**config.mk**
```make
export PLATFORM = sky130hd
export DESIGN_NAME = node_port
export DESIGN_NICKNAME = d
export VERILOG_FILES = /design/src/rtl/node_port.sv
export SDC_FILE = /design/constraint.sdc
export NUM_CORES = 1
export LEC_CHECK = 0
export BUFFER_PORTS_ARGS = -buffer_cell sky130_fd_sc_hd__clkbuf_2
export CAP_MARGIN = 5
export CORE_ASPECT_RATIO = 0.6
export CORE_MARGIN = 3
export CORE_UTILIZATION = 30
export CTS_BUF_LIST = sky130_fd_sc_hd__clkbuf_4 sky130_fd_sc_hd__clkbuf_8 sky130_fd_sc_hd__clkbuf_16
export CTS_CLUSTER_DIAMETER = 30
export DETAILED_ROUTE_END_ITERATION = 7
export SYNTH_ARGS = -nofsm -noshare
export SYNTH_HDL_FRONTEND = slang
export SYNTH_SLANG_ARGS = --single-unit
```
**constraint.sdc**
```tcl
create_clock -name clk -period 10.8 [get_ports clk]
set_input_delay 1.08 -clock clk [delete_from_list [all_inputs] [get_ports clk]]
set_output_delay 1.08 -clock clk [all_outputs]
set_load 0.02 [all_outputs]
```
**src/rtl/node_port.sv**
```systemverilog
// rtl/node_port.sv - packet node port: outbound FIFO and flit serializer, inbound deserializer and packet queue
module node_port #(
  parameter int PKT_W     = 32,
  parameter int FLIT_W    = 8,
  parameter int OUT_DEPTH = 4,
  parameter int IN_DEPTH  = 2
) (
  input  logic                           clk,
  input  logic                           rst,
  input  logic [PKT_W-1:0]               pkt_in,
  input  logic                           pkt_in_avail,
  output logic                           cq_full,
  output logic [$clog2(OUT_DEPTH+1)-1:0] cq_count,
  input  logic                           free_outbound,
  output logic                           put_outbound,
  output logic [FLIT_W-1:0]              payload_outbound,
  input  logic                           put_inbound,
  output logic                           free_inbound,
  input  logic [FLIT_W-1:0]              payload_inbound,
  output logic [PKT_W-1:0]               pkt_out,
  output logic                           pkt_out_avail,
  input  logic                           pkt_out_ready,
  output logic                           err
);

  localparam int NFLITS = PKT_W / FLIT_W;
  localparam int OCW    = $clog2(OUT_DEPTH + 1);
  localparam int OPW    = $clog2(OUT_DEPTH);
  localparam int ICW    = $clog2(IN_DEPTH + 1);
  localparam int IPW    = $clog2(IN_DEPTH);
  localparam int FIW    = $clog2(NFLITS);

  localparam logic [OCW-1:0] O_FULL    = OCW'(OUT_DEPTH);
  localparam logic [ICW-1:0] I_FULL    = ICW'(IN_DEPTH);
  localparam logic [FIW-1:0] LAST_FLIT = FIW'(NFLITS - 1);

  generate
    if ((PKT_W % FLIT_W) != 0 || NFLITS < 2 ||
        OUT_DEPTH < 2 || (OUT_DEPTH & (OUT_DEPTH - 1)) != 0 ||
        IN_DEPTH < 2 || (IN_DEPTH & (IN_DEPTH - 1)) != 0) begin : g_bad_params
      $error("node_port: illegal parameter combination");
    end
  endgenerate

  // ---------------------------------------------------------------- outbound

  typedef enum logic {O_IDLE, O_SEND} o_state_t;

  o_state_t         o_state, o_state_n;
  logic [PKT_W-1:0] o_mem [OUT_DEPTH];
  logic [OPW-1:0]   o_wr, o_rd;
  logic [OCW-1:0]   o_cnt;
  logic [PKT_W-1:0] o_shift;
  logic [FIW-1:0]   o_idx;
  logic             o_push, o_drop, o_pop, o_last;

  assign cq_count = o_cnt;
  assign cq_full  = (o_cnt == O_FULL);
  // fullness is judged before any same-cycle pop, so a push into a full FIFO is always lost
  assign o_push   = pkt_in_avail & ~cq_full;
  assign o_drop   = pkt_in_avail & cq_full;

  // outbound state register
  always_ff @(posedge clk) begin
    if (rst) o_state <= O_IDLE;
    else     o_state <= o_state_n;
  end

  // outbound next state: free_outbound only matters while idle
  always_comb begin
    o_state_n = o_state;
    o_pop     = 1'b0;
    o_last    = 1'b0;
    case (o_state)
      O_IDLE: begin
        if (o_cnt != '0 && free_outbound) begin
          o_pop     = 1'b1;
          o_state_n = O_SEND;
        end
      end
      O_SEND: begin
        if (o_idx == LAST_FLIT) begin
          o_last    = 1'b1;
          o_state_n = O_IDLE;
        end
      end
      default: o_state_n = O_IDLE;
    endcase
  end

  // outbound packet storage
  always_ff @(posedge clk) begin
    if (!rst && o_push) o_mem[o_wr] <= pkt_in;
  end

  // outbound pointers and occupancy
  always_ff @(posedge clk) begin
    if (rst) begin
      o_wr  <= '0;
      o_rd  <= '0;
      o_cnt <= '0;
    end else begin
      if (o_push) o_wr <= o_wr + OPW'(1);
      if (o_pop)  o_rd <= o_rd + OPW'(1);
      case ({o_push, o_pop})
        2'b10:   o_cnt <= o_cnt + OCW'(1);
        2'b01:   o_cnt <= o_cnt - OCW'(1);
        default: o_cnt <= o_cnt;
      endcase
    end
  end

  // serializer: flit 0 leaves with the pop, the rest shift out LSB first
  always_ff @(posedge clk) begin
    if (rst) begin
      o_shift          <= '0;
      o_idx            <= '0;
      put_outbound     <= 1'b0;
      payload_outbound <= '0;
    end else if (o_pop) begin
      o_shift          <= o_mem[o_rd] >> FLIT_W;
      o_idx            <= '0;
      put_outbound     <= 1'b1;
      payload_outbound <= o_mem[o_rd][FLIT_W-1:0];
    end else if (o_state == O_SEND) begin
      if (o_last) begin
        put_outbound     <= 1'b0;
        payload_outbound <= '0;
      end else begin
        o_shift          <= o_shift >> FLIT_W;
        o_idx            <= o_idx + FIW'(1);
        payload_outbound <= o_shift[FLIT_W-1:0];
      end
    end
  end

  // ----------------------------------------------------------------- inbound

  typedef enum logic {I_IDLE, I_RECV} i_state_t;

  i_state_t         i_state, i_state_n;
  logic [PKT_W-1:0] i_mem [IN_DEPTH];
  logic [IPW-1:0]   i_wr, i_rd;
  logic [ICW-1:0]   i_cnt, i_cnt_n;
  logic [PKT_W-1:0] i_asm, i_asm_n;
  logic [FIW-1:0]   i_idx, i_idx_n;
  logic             i_push, i_pop, i_proto_err, free_n;

  assign pkt_out_avail = (i_cnt != '0);
  assign pkt_out       = pkt_out_avail ? i_mem[i_rd] : '0;

  // inbound state register and assembly buffer
  always_ff @(posedge clk) begin
    if (rst) begin
      i_state <= I_IDLE;
      i_asm   <= '0;
      i_idx   <= '0;
    end else begin
      i_state <= i_state_n;
      i_asm   <= i_asm_n;
      i_idx   <= i_idx_n;
    end
  end

  // inbound next state, flit capture, queue occupancy and ready look-ahead
  always_comb begin
    i_state_n   = i_state;
    i_asm_n     = i_asm;
    i_idx_n     = i_idx;
    i_push      = 1'b0;
    i_proto_err = 1'b0;
    case (i_state)
      I_IDLE: begin
        if (put_inbound) begin
          if (free_inbound) begin
            i_asm_n                = '0;
            i_asm_n[FLIT_W-1:0]    = payload_inbound;
            i_idx_n                = FIW'(1);
            i_state_n              = I_RECV;
          end else begin
            i_proto_err = 1'b1;
          end
        end
      end
      I_RECV: begin
        if (put_inbound) begin
          i_asm_n[int'(i_idx)*FLIT_W +: FLIT_W] = payload_inbound;
          if (i_idx == LAST_FLIT) begin
            i_push    = 1'b1;
            i_idx_n   = '0;
            i_state_n = I_IDLE;
          end else begin
            i_idx_n = i_idx + FIW'(1);
          end
        end else begin
          // a gap in the flit train loses the partial packet
          i_proto_err = 1'b1;
          i_idx_n     = '0;
          i_state_n   = I_IDLE;
        end
      end
      default: i_state_n = I_IDLE;
    endcase

    i_pop   = pkt_out_avail & pkt_out_ready;
    i_cnt_n = i_cnt;
    case ({i_push, i_pop})
      2'b10:   i_cnt_n = i_cnt + ICW'(1);
      2'b01:   i_cnt_n = i_cnt - ICW'(1);
      default: i_cnt_n = i_cnt;
    endcase
    // a packet is only accepted if it is guaranteed a queue slot on completion
    free_n = (i_state_n == I_IDLE) && (i_cnt_n != I_FULL);
  end

  // inbound packet storage
  always_ff @(posedge clk) begin
    if (!rst && i_push) i_mem[i_wr] <= i_asm_n;
  end

  // inbound pointers, occupancy and registered ready
  always_ff @(posedge clk) begin
    if (rst) begin
      i_wr         <= '0;
      i_rd         <= '0;
      i_cnt        <= '0;
      free_inbound <= 1'b0;
    end else begin
      if (i_push) i_wr <= i_wr + IPW'(1);
      if (i_pop)  i_rd <= i_rd + IPW'(1);
      i_cnt        <= i_cnt_n;
      free_inbound <= free_n;
    end
  end

  // sticky error flag
  always_ff @(posedge clk) begin
    if (rst)                        err <= 1'b0;
    else if (o_drop || i_proto_err) err <= 1'b1;
  end

endmodule
```
==> results of run 1 <==
==> layout by cell type, fill, tap and decap left out, types with 6 or more instances in the layout <==
cell,netlist,final
a211oi_1,17,17
a21oi_1,61,61
a32oi_1,48,48
and2_1,6,6
and3_1,8,8
buf_4,2,15
clkbuf_16,0,45
clkbuf_2,1,93
clkinv_4,0,6
dfxtp_1,87,85
edfxtp_1,192,192
ha_1,12,12
inv_1,16,16
mux2i_1,34,34
mux4_1,8,8
mux4_2,24,24
nand2_1,12,12
nand2b_1,6,6
nand3_1,35,35
nor2_1,67,66
nor3_1,34,33
o211ai_1,7,7
o21ai_0,17,17
o31ai_1,9,9
==> area by class of cell <==
cell class	count	area, um^2	area share, %
tap	504	630.6	4.583
inverter	17	63.81	0.4637
multi-input combinational	445	3461	25.15
timing repair buffer	109	589.3	4.283
sequential	279	7510	54.57
clock buffer	52	1191	8.656
clock inverter	31	315.3	2.291
==> critical path, delay by kind of cell, from the launching register on <==
family / cells / cell delay (ps)
multiplexers: 1 / 380
AND/OR/NAND/NOR: 1 / 70
buffers and inverters: 1 / 180
flip-flops: 1 / 1070
==> flip-flops by register name (all words and copies together) (netlist names), named ones only <==
name              flops
i_cnt                 2
i_asm                32
i_state               1
i_mem                64
o_wr                  2
i_rd                  1
o_state               1
free_inbound          1
o_shift              24
o_mem               128
o_rd                  2
cq_count              3
err                   1
payload_outbound      8
i_idx                 2
put_outbound          1
o_idx                 2
i_wr                  1
==> final timing paths <==
check / cells past startpoint / end / startpoint / slack (ps)
worst min register to register: 2 / o_shift[3] / o_shift[3] / 450
worst min-delay path: 2 / o_shift[3] / o_shift[3] / 450
worst max-delay path: 3 / pkt_out[0] / flip-flop / 7450
worst max register to register: 10 / cq_count[2] / cq_count[2] / 8050
==> cells by family (layout without fill, tap and decap cells) <==
group,after synthesis,after routing
flip-flops,279,279
AND/OR/NAND/NOR,189,189
AO/OA/AOI/OAI,170,170
buffers and inverters,77,209
multiplexers,67,67
adder cells (fa/ha/maj),13,13
XOR/XNOR,6,6
==> metrics by stage <==
| stage | setup slack, ps | cells |
|---|---|---|
| 2_1_floorplan | 6394 | 801 |
| 3_3_place_gp | 7144 | 1353 |
| 3_5_place_dp | 7048 | 1353 |
| 4_1_cts | 7327 | 1436 |
| 5_1_grt | 7223 | 1437 |
| 6_report | 7455 | 1437 |
==> power by group <==
part           total [mW]  internal (mW)  switching [mW]
clock network        1.40          0.879           0.526
registers            1.29           1.23          0.0595
logic               0.482          0.180           0.301
==> metal layers <==
| metal | share of wire [%] | up-vias |
|---|---|---|
| li1 | - | 3337 |
| met1 | 51 | 3568 |
| met2 | 40 | 207 |
| met3 | 6.8 | 49 |
| met4 | 2.0 | 4 |
| met5 | 0.12 | - |
==> impl_metrics.tcl, run 1 <==
set metrics [dict create \
    synth-edff-count 192 \
    synth_common_cells "edfxtp_1, dfxtp_1, nor2_1, a21oi_1, a32oi_1" \
    worst_slew_pin_slew_ps 1123 \
    coreArea_um2 36820 \
    path_class "reg -> out" \
    hold_viol 0 \
    rsz0062_at_grt "false" \
    synthMuxAreaShare_pct 9.703 \
    root_buffer "clkbuf_16" \
    power_mw 3.173 \
    clk_latency_ps 550 \
    synth_area_leaders "edfxtp_1, dfxtp_1, mux4_2" \
    fillers 3456 \
    ant_nets 0 \
    cp_max_fo 32 \
    globalRouteMet2Util_pct 17.87 \
    synth-seq-cells 279 \
    die_w_um 257.2 \
    clk_pin_slew_ps 60 \
    wire_per_inst_um 19.12 \
    synth_compound_area_share_pct 10.35 \
    placementRows 54 \
    routed_via_density 4.986 \
    overflow 0 \
    final_util_pct 37.37 \
    grt_max_degree 64 \
    drc 0 \
    nNetsFinal 956 \
    max_freq_mhz 298.9 \
    postCtsSetupRepairBufs 0 \
    crit_path_end_kind "output pin" \
    placed_area_um2 12240 \
    async_reset_ff_share_pct 0 \
    die_area_um2 40320 \
    path_cells "mux2i_1 > nor2_1 > clkbuf_2" \
    postSynthCellCount 801 \
    irDropWorstVdd_uv 105.9 \
    initial_utilization_pct 30.85 \
    p_per_area_nw_per_um2 230.6 \
    synthDistinctLibCells 52 \
    cp_data_arrival_time_ps 2270 \
    htreeDepth 2 \
    met3_usage_pct 3.413 \
    period_needed_ps 3345 \
    holdWs_ps 447.3 \
    cts_buffer_depth 3 \
    grt_pass1_wl_um 41950 \
    grt_usage_pct 13.52 \
    synth-seq-area-share_pct 66.08 \
    drive_gt1_share_pct 24.33 \
    synth_top_area_share_pct 50.75 \
    yosysMostFrequentCell "edfxtp_1" \
    cts_buffers 45 \
    status "finished clean" \
    synth_flop_cell "edfxtp_1" \
    yosys.area_share.simple_pct 8.337 \
    min_period_over_period_pct 30.98 \
    hpwl_um 17550 \
    final.setup.tns_ps 0 \
    cts_hold_buf 0 \
    slew_viol_final 0 \
    io-pin-count 94 \
    cap_violations 0 \
    vias 7165 \
    synth_top_family_by_area "compound AO/OA/AOI/OAI gates" \
    synth_top_area_cell "edfxtp_1" \
    clock-sinks 279 \
    first_pass_iters 5 \
    syn2layout_area_growth_pct 21.12 \
    cpMaxStageDelayCell "dfxtp_2" \
    yosys_warnings 0 \
    syn-cell-area_um2 11360 \
    drt-total-wl_um 27480 \
    min_path_type "reg -> reg" \
    skew_ps 30.13 \
    cts_tree "built" \
    slew_headroom_pct 25.11 \
    cp.required_ps 9720 \
    met1_usage_pct 21.30 \
    yosys.area_share.xor_xnor_pct 0.4626 \
    synth_fa_ha_area_share_pct 1.498 \
    grt_busiest_layer "met1" \
    chipHeight_um 156.7 \
    numPortBuffers 93 \
    fin_area_um2 13760 \
    p_leak_nw 4.572 \
    antenna_cells 0 \
    antenna_found_initial 2 \
    finalSetupViolCount 0 \
    cts.repair.resized 0 \
    start_kind "flip-flop" \
    critPathMaxStageDelay_ps 1070 \
    grt_pass1_vias 6972 \
    synth_fp_nets 860 \
    first_iter_violations 605 \
    finalWeightedCongestion 0.7697 \
    syn_avg_cell_area_um2 14.18 \
]
Power figures use the tool's default switching activity.
==> run 2, diff against run 1 <==
ABC_AREA = 1   (was unset)
clock period = 2.8 ns   (was 10.8 ns; I/O delays follow)
==> impl_metrics.tcl, run 2 <==
set metrics [dict create \
    min_path_type "in -> reg" \
    status "finished clean" \
    overflow 0 \
    largest_reg_flops 128 \
    wire_per_inst_um 15.69 \
    start_kind "flip-flop" \
    synth-seq-area-share_pct 63.97 \
    hold_depth 3 \
    grt_max_degree 65 \
    finalSetupViolCount 0 \
    fin_ws_ps 365.2 \
    slew_headroom_pct 52.03 \
    synth_common_cells "nand2_1, edfxtp_1, a21oi_1, nor2_1, dfxtp_1" \
    hold_viol 0 \
    instances_no_fill 1900 \
    rr_endpoint "i_cnt[1]" \
    fillers 3741 \
    p_leak_nw 5.992 \
    grt_pass1_wl_um 47090 \
    vias 8685 \
    syn-cell-area_um2 11740 \
    clk_latency_ps 550 \
    die_w_um 261.3 \
    layout_commonest_cell "nand2_1" \
    top_register "o_mem" \
    multi_input_area_um2 3623 \
    synthDistinctLibCells 30 \
    synth_fa_ha_area_share_pct 1.450 \
    htreeDepth 2 \
    cts_tree "built" \
    drc 0 \
    synth_area_leaders "edfxtp_1, dfxtp_1, nand2_1" \
    synth_flop_cell "edfxtp_1" \
    cts.repair.resized 0 \
    seqCellArea_um2 7508 \
    cts_buffers 49 \
    hold_path_startpoint "pkt_in_avail" \
    synth-edff-count 192 \
    grt_usage_pct 14.42 \
    cp_data_arrival_time_ps 2150 \
    syn_avg_cell_area_um2 9.748 \
    hpwl_um 19280 \
    yosys.area_share.xor_xnor_pct 0.2985 \
    numPortBuffers 93 \
    root_buffer "clkbuf_16" \
    synth_top_family_by_area "simple AND/OR/NAND/NOR gates" \
    yosys_warnings 0 \
    placementRows 55 \
    reg_top3 "o_mem (128), i_mem (64), i_asm (32)" \
    grt_pass1_vias 8361 \
    rr_worst_depth 9 \
    clock-sinks 279 \
    synth_top_area_cell "edfxtp_1" \
    cp.required_ps 2520 \
    dpl_worst_slack_ps 698.0 \
    holdPathEnd "err" \
    p_per_area_nw_per_um2 877.0 \
    drive_gt1_share_pct 18.39 \
    cp_max_fo 15 \
    synth_top_area_share_pct 49.13 \
    synth_compound_area_share_pct 8.273 \
    final_util_pct 38.80 \
    nNetsFinal 1406 \
    antenna_cells 0 \
    first_iter_violations 656 \
    r2r-start "i_idx[0]" \
    synth_fp_nets 1263 \
    worst_slew_pin_slew_ps 719.6 \
    finalWeightedCongestion 0.8352 \
    min_period_over_period_pct 86.96 \
    r2r_slack_ps 660 \
    path_class "reg -> out" \
    cts_buffer_depth 3 \
    final.setup.tns_ps 0 \
    crit_path_end_kind "output pin" \
    cap_violations 0 \
    dp.cells 1777 \
    yosys.area_share.simple_pct 20.63 \
    syn2layout_area_growth_pct 26.04 \
    io-pin-count 94 \
    postSynthCellCount 1204 \
    yosysMostFrequentCell "nand2_1" \
    initial_utilization_pct 30.78 \
    first_pass_iters 5 \
    rsz0062_at_grt "false" \
    final_cell_mix "nand2_1, edfxtp_1, a21oi_1" \
    synth-seq-cells 279 \
    slew_viol_final 0 \
    routed_via_density 4.571 \
    irDropWorstVdd_uv 555.4 \
    period_needed_ps 2435 \
    async_reset_ff_share_pct 0 \
    die_area_um2 41610 \
    drt-total-wl_um 29810 \
    max_freq_mhz 410.7 \
    synthMuxAreaShare_pct 0 \
    ant_nets 0 \
    clk_pin_slew_ps 50 \
    coreArea_um2 38120 \
    skew_ps 26.76 \
    antenna_found_initial 1 \
    chipHeight_um 159.2 \
]
## run 2: routing by layer
metal	track usage, %	wire, um	up-vias
met5	0	7	-
met4	4.202	689	2
met3	3.322	2026	50
met2	20.00	12220	249
met1	22.17	14870	4090
li1	-	-	4294
## run 2: cells by family after synthesis
| family | Yosys count |
|---|---|
| and+or+nand+nor | 581 |
| DFF | 279 |
| AOI/OAI and AO/OA | 179 |
| buffers and inverters | 148 |
| adders and majority gates | 13 |
| xor gates and xnor gates | 4 |
## run 2: worst max path at each step
stage	depth (start not counted)	start	endpoint	slack, ps
global route	5	flip-flop	pkt_out[0]	200
global placement	9	i_idx[0]	i_cnt[1]	760
floorplan	4	i_state	i_mem[0][0]	210
detailed placement	11	cq_count[1]	cq_count[2]	700
finish	5	flip-flop	pkt_out[0]	370
CTS	5	flip-flop	pkt_out[0]	300
## run 2: timing repair
item	CTS	global route
buffers inserted	0	0
hold buffers	32	0
hold endpoints to repair	128	0
setup endpoints to repair	0	0
## run 2: worst max-delay path, stage by stage, from the launching register on
cell,delay [ps]
dfxtp_1,300
inv_1,490
buf_4,350
nand2_1,70
a21oi_1,200
clkbuf_2,210
## run 2: layout make-up
type                    count  share of cell area (%)
inverters                  90                   2.284
multi-input cells         777                   24.49
well taps                 513                   4.339
repair buffers            150                   6.665
clock inverters            31                   2.411
clock buffers              60                   9.050
flip-flops and latches    279                   50.76
## run 2: per-stage QoR
stage | hold slack (ps) | power, mW | cell area [um^2]
3_3_place_gp | 431.9 | 6.985 | 12780
3_5_place_dp | 440.9 | 7.019 | 12780
2_1_floorplan | 378.9 | 6.384 | 11740
4_1_cts | 21.25 | 13.14 | 14790
6_report | 54.51 | 12.97 | 14790
5_1_grt | 38.93 | 13.65 | 14790
## run 2: report_power, final
group | switching, mW | internal [mW]
Combinational | 1.46 | 0.630
Sequential | 0.163 | 4.72
Clock | 2.10 | 3.91
==> run 3, diff against run 2 <==
--- a/config.mk
+++ b/config.mk
@@ -8,3 +8,3 @@
 export ABC_AREA = 1
-export BUFFER_PORTS_ARGS = -buffer_cell sky130_fd_sc_hd__clkbuf_2
+export BUFFER_PORTS_ARGS = -buffer_cell sky130_fd_sc_hd__buf_2
 export CAP_MARGIN = 5
@@ -16,2 +16,3 @@
 export DETAILED_ROUTE_END_ITERATION = 7
+export SKIP_CTS_REPAIR_TIMING = 1
 export SYNTH_ARGS = -nofsm -noshare
==> constraint.sdc (replaced) <==
create_clock -name clk -period 2.8 [get_ports clk]
set_input_delay 0 -clock clk [delete_from_list [all_inputs] [get_ports clk]]
set_output_delay 0 -clock clk [all_outputs]
set_load 0.02 [all_outputs]
==> impl_metrics.tcl, run 3 (synthesized netlist as in run 2, its figures left out) <==
set metrics [dict create \
    power_frac_seq_pct 37.1 \
    final_cell_mix "nand2_1, edfxtp_1, a21oi_1" \
    p_comb_share_pct 16.1 \
    ant_nets 0 \
    first_iter_violations 602 \
    cp_data_arrival_time_ps 2600 \
    drive_gt1_share_pct 18.29 \
    cts_buffers 50 \
    coreArea_um2 38120 \
    reg_top3 "o_mem (128), i_mem (64), i_asm (32)" \
    grt_pass1_vias 8228 \
    clock-sinks 279 \
    p_leak_nw 6.089 \
    initial_utilization_pct 30.78 \
    clk_latency_ps 540 \
    cts_tree "built" \
    first_pass_iters 5 \
    worst_slew_pin_slew_ps 886.8 \
    hold_viol 5 \
    finalSetupViolCount 0 \
    min_period_over_period_pct 77.69 \
    dpl_worst_slack_ps 662.6 \
    cap_violations 0 \
    drc 0 \
    p_sw_mw 3.844 \
    final.setup.tns_ps 0 \
    cts_buffer_depth 3 \
    period_needed_ps 2175 \
    holdWs_ps -53.65 \
    slew_viol_final 0 \
    grt_usage_pct 14.38 \
    finalWeightedCongestion 0.8368 \
    wire_per_inst_um 15.83 \
    drt-total-wl_um 30290 \
    die_area_um2 41610 \
    numPortBuffers 93 \
    swShare_pct 29.19 \
    grt_pass1_wl_um 47110 \
    grt_max_degree 50 \
    overflow 0 \
    largest_reg_flops 128 \
    htreeDepth 2 \
    rsz0062_at_grt "false" \
    io-pin-count 94 \
    cp.required_ps 3220 \
    chipHeight_um 159.2 \
    cp_max_fo 11 \
    routed_via_density 4.575 \
    p_per_area_nw_per_um2 880.5 \
    path_class "reg -> reg" \
    start_kind "flip-flop" \
    top_register "o_mem" \
    violations "hold timing" \
    irDropWorstVdd_uv 437.5 \
    max_freq_mhz 459.7 \
    slew_headroom_pct 40.82 \
    min_path_type "in -> reg" \
    placementRows 55 \
    internal-power_mw 9.327 \
    clk_pin_slew_ps 50 \
    power.share.clock_pct 46.9 \
    syn2layout_area_growth_pct 27.46 \
    layout_commonest_cell "nand2_1" \
    status "complete, but fails checks" \
    root_buffer "clkbuf_16" \
    crit_path_end_kind "flip-flop" \
    hpwl_um 19180 \
    antenna_found_initial 2 \
    fin_ws_ps 624.7 \
    die_w_um 261.3 \
    skew_ps 19.68 \
    vias 8756 \
    nNetsFinal 1418 \
]
==> run 3: per-layer routing <==
layer,share of wire [%],up-vias,global-route usage [%]
met2,42,217,20.98
met5,0,-,0
met1,50,4179,21.56
li1,-,4317,-
met4,1.6,0,3.724
met3,6.0,43,3.084
==> run 3: metrics by stage <==
step                      power, mW  cell area, um^2  std cells  util, %
after floorplan               6.384            11740       1204        -
after global routing          13.81            14960       1914    39.24
after detailed placement      7.025            12780       1777    33.51
after global placement        6.991            12780       1777    33.51
final                         13.17            14960       1914    39.24
after CTS                     13.26            14530       1870    38.10
==> run 3: path summary, 6_finish.rpt <==
| kind | start | endpoint | slack [ps] | cells past startpoint |
|---|---|---|---|---|
| worst max-delay path | i_idx[0] | free_inbound | 620 | 8 |
| worst min-delay path | free_outbound | o_shift[7] | -50 | 5 |
| worst max register to register | i_idx[0] | free_inbound | 620 | 8 |
| worst min register to register | i_rd | flip-flop | 440 | 1 |
==> run 3: area by class of cell <==
cell class	instances	area [um^2]
diodes	1	2.502
inverters	90	337.8
well taps	513	641.9
clock buffers	56	1326
flip-flops and latches	279	7508
repair buffers	161	1096
fillers	3771	23160
multi-input cells	777	3623
clock inverters	37	422.9
==> run 3: power by group through the flow <==
stage	Combinational, mW	Sequential, mW	Clock [mW]
floorplan	1.40	4.98	0
global placement	2.04	4.95	0
detailed placement	2.07	4.96	0
CTS	2.08	4.88	6.29
global route	2.39	4.91	6.51
finish	2.12	4.88	6.17
==> run 3: worst max-delay path, cell delays in order (launching register included) <==
cell	delay, ps
dfxtp_1	560
ha_1	310
nand3_1	100
buf_4	200
ha_1	220
or2_2	290
nand2_1	80
xor2_1	190
a21oi_1	90
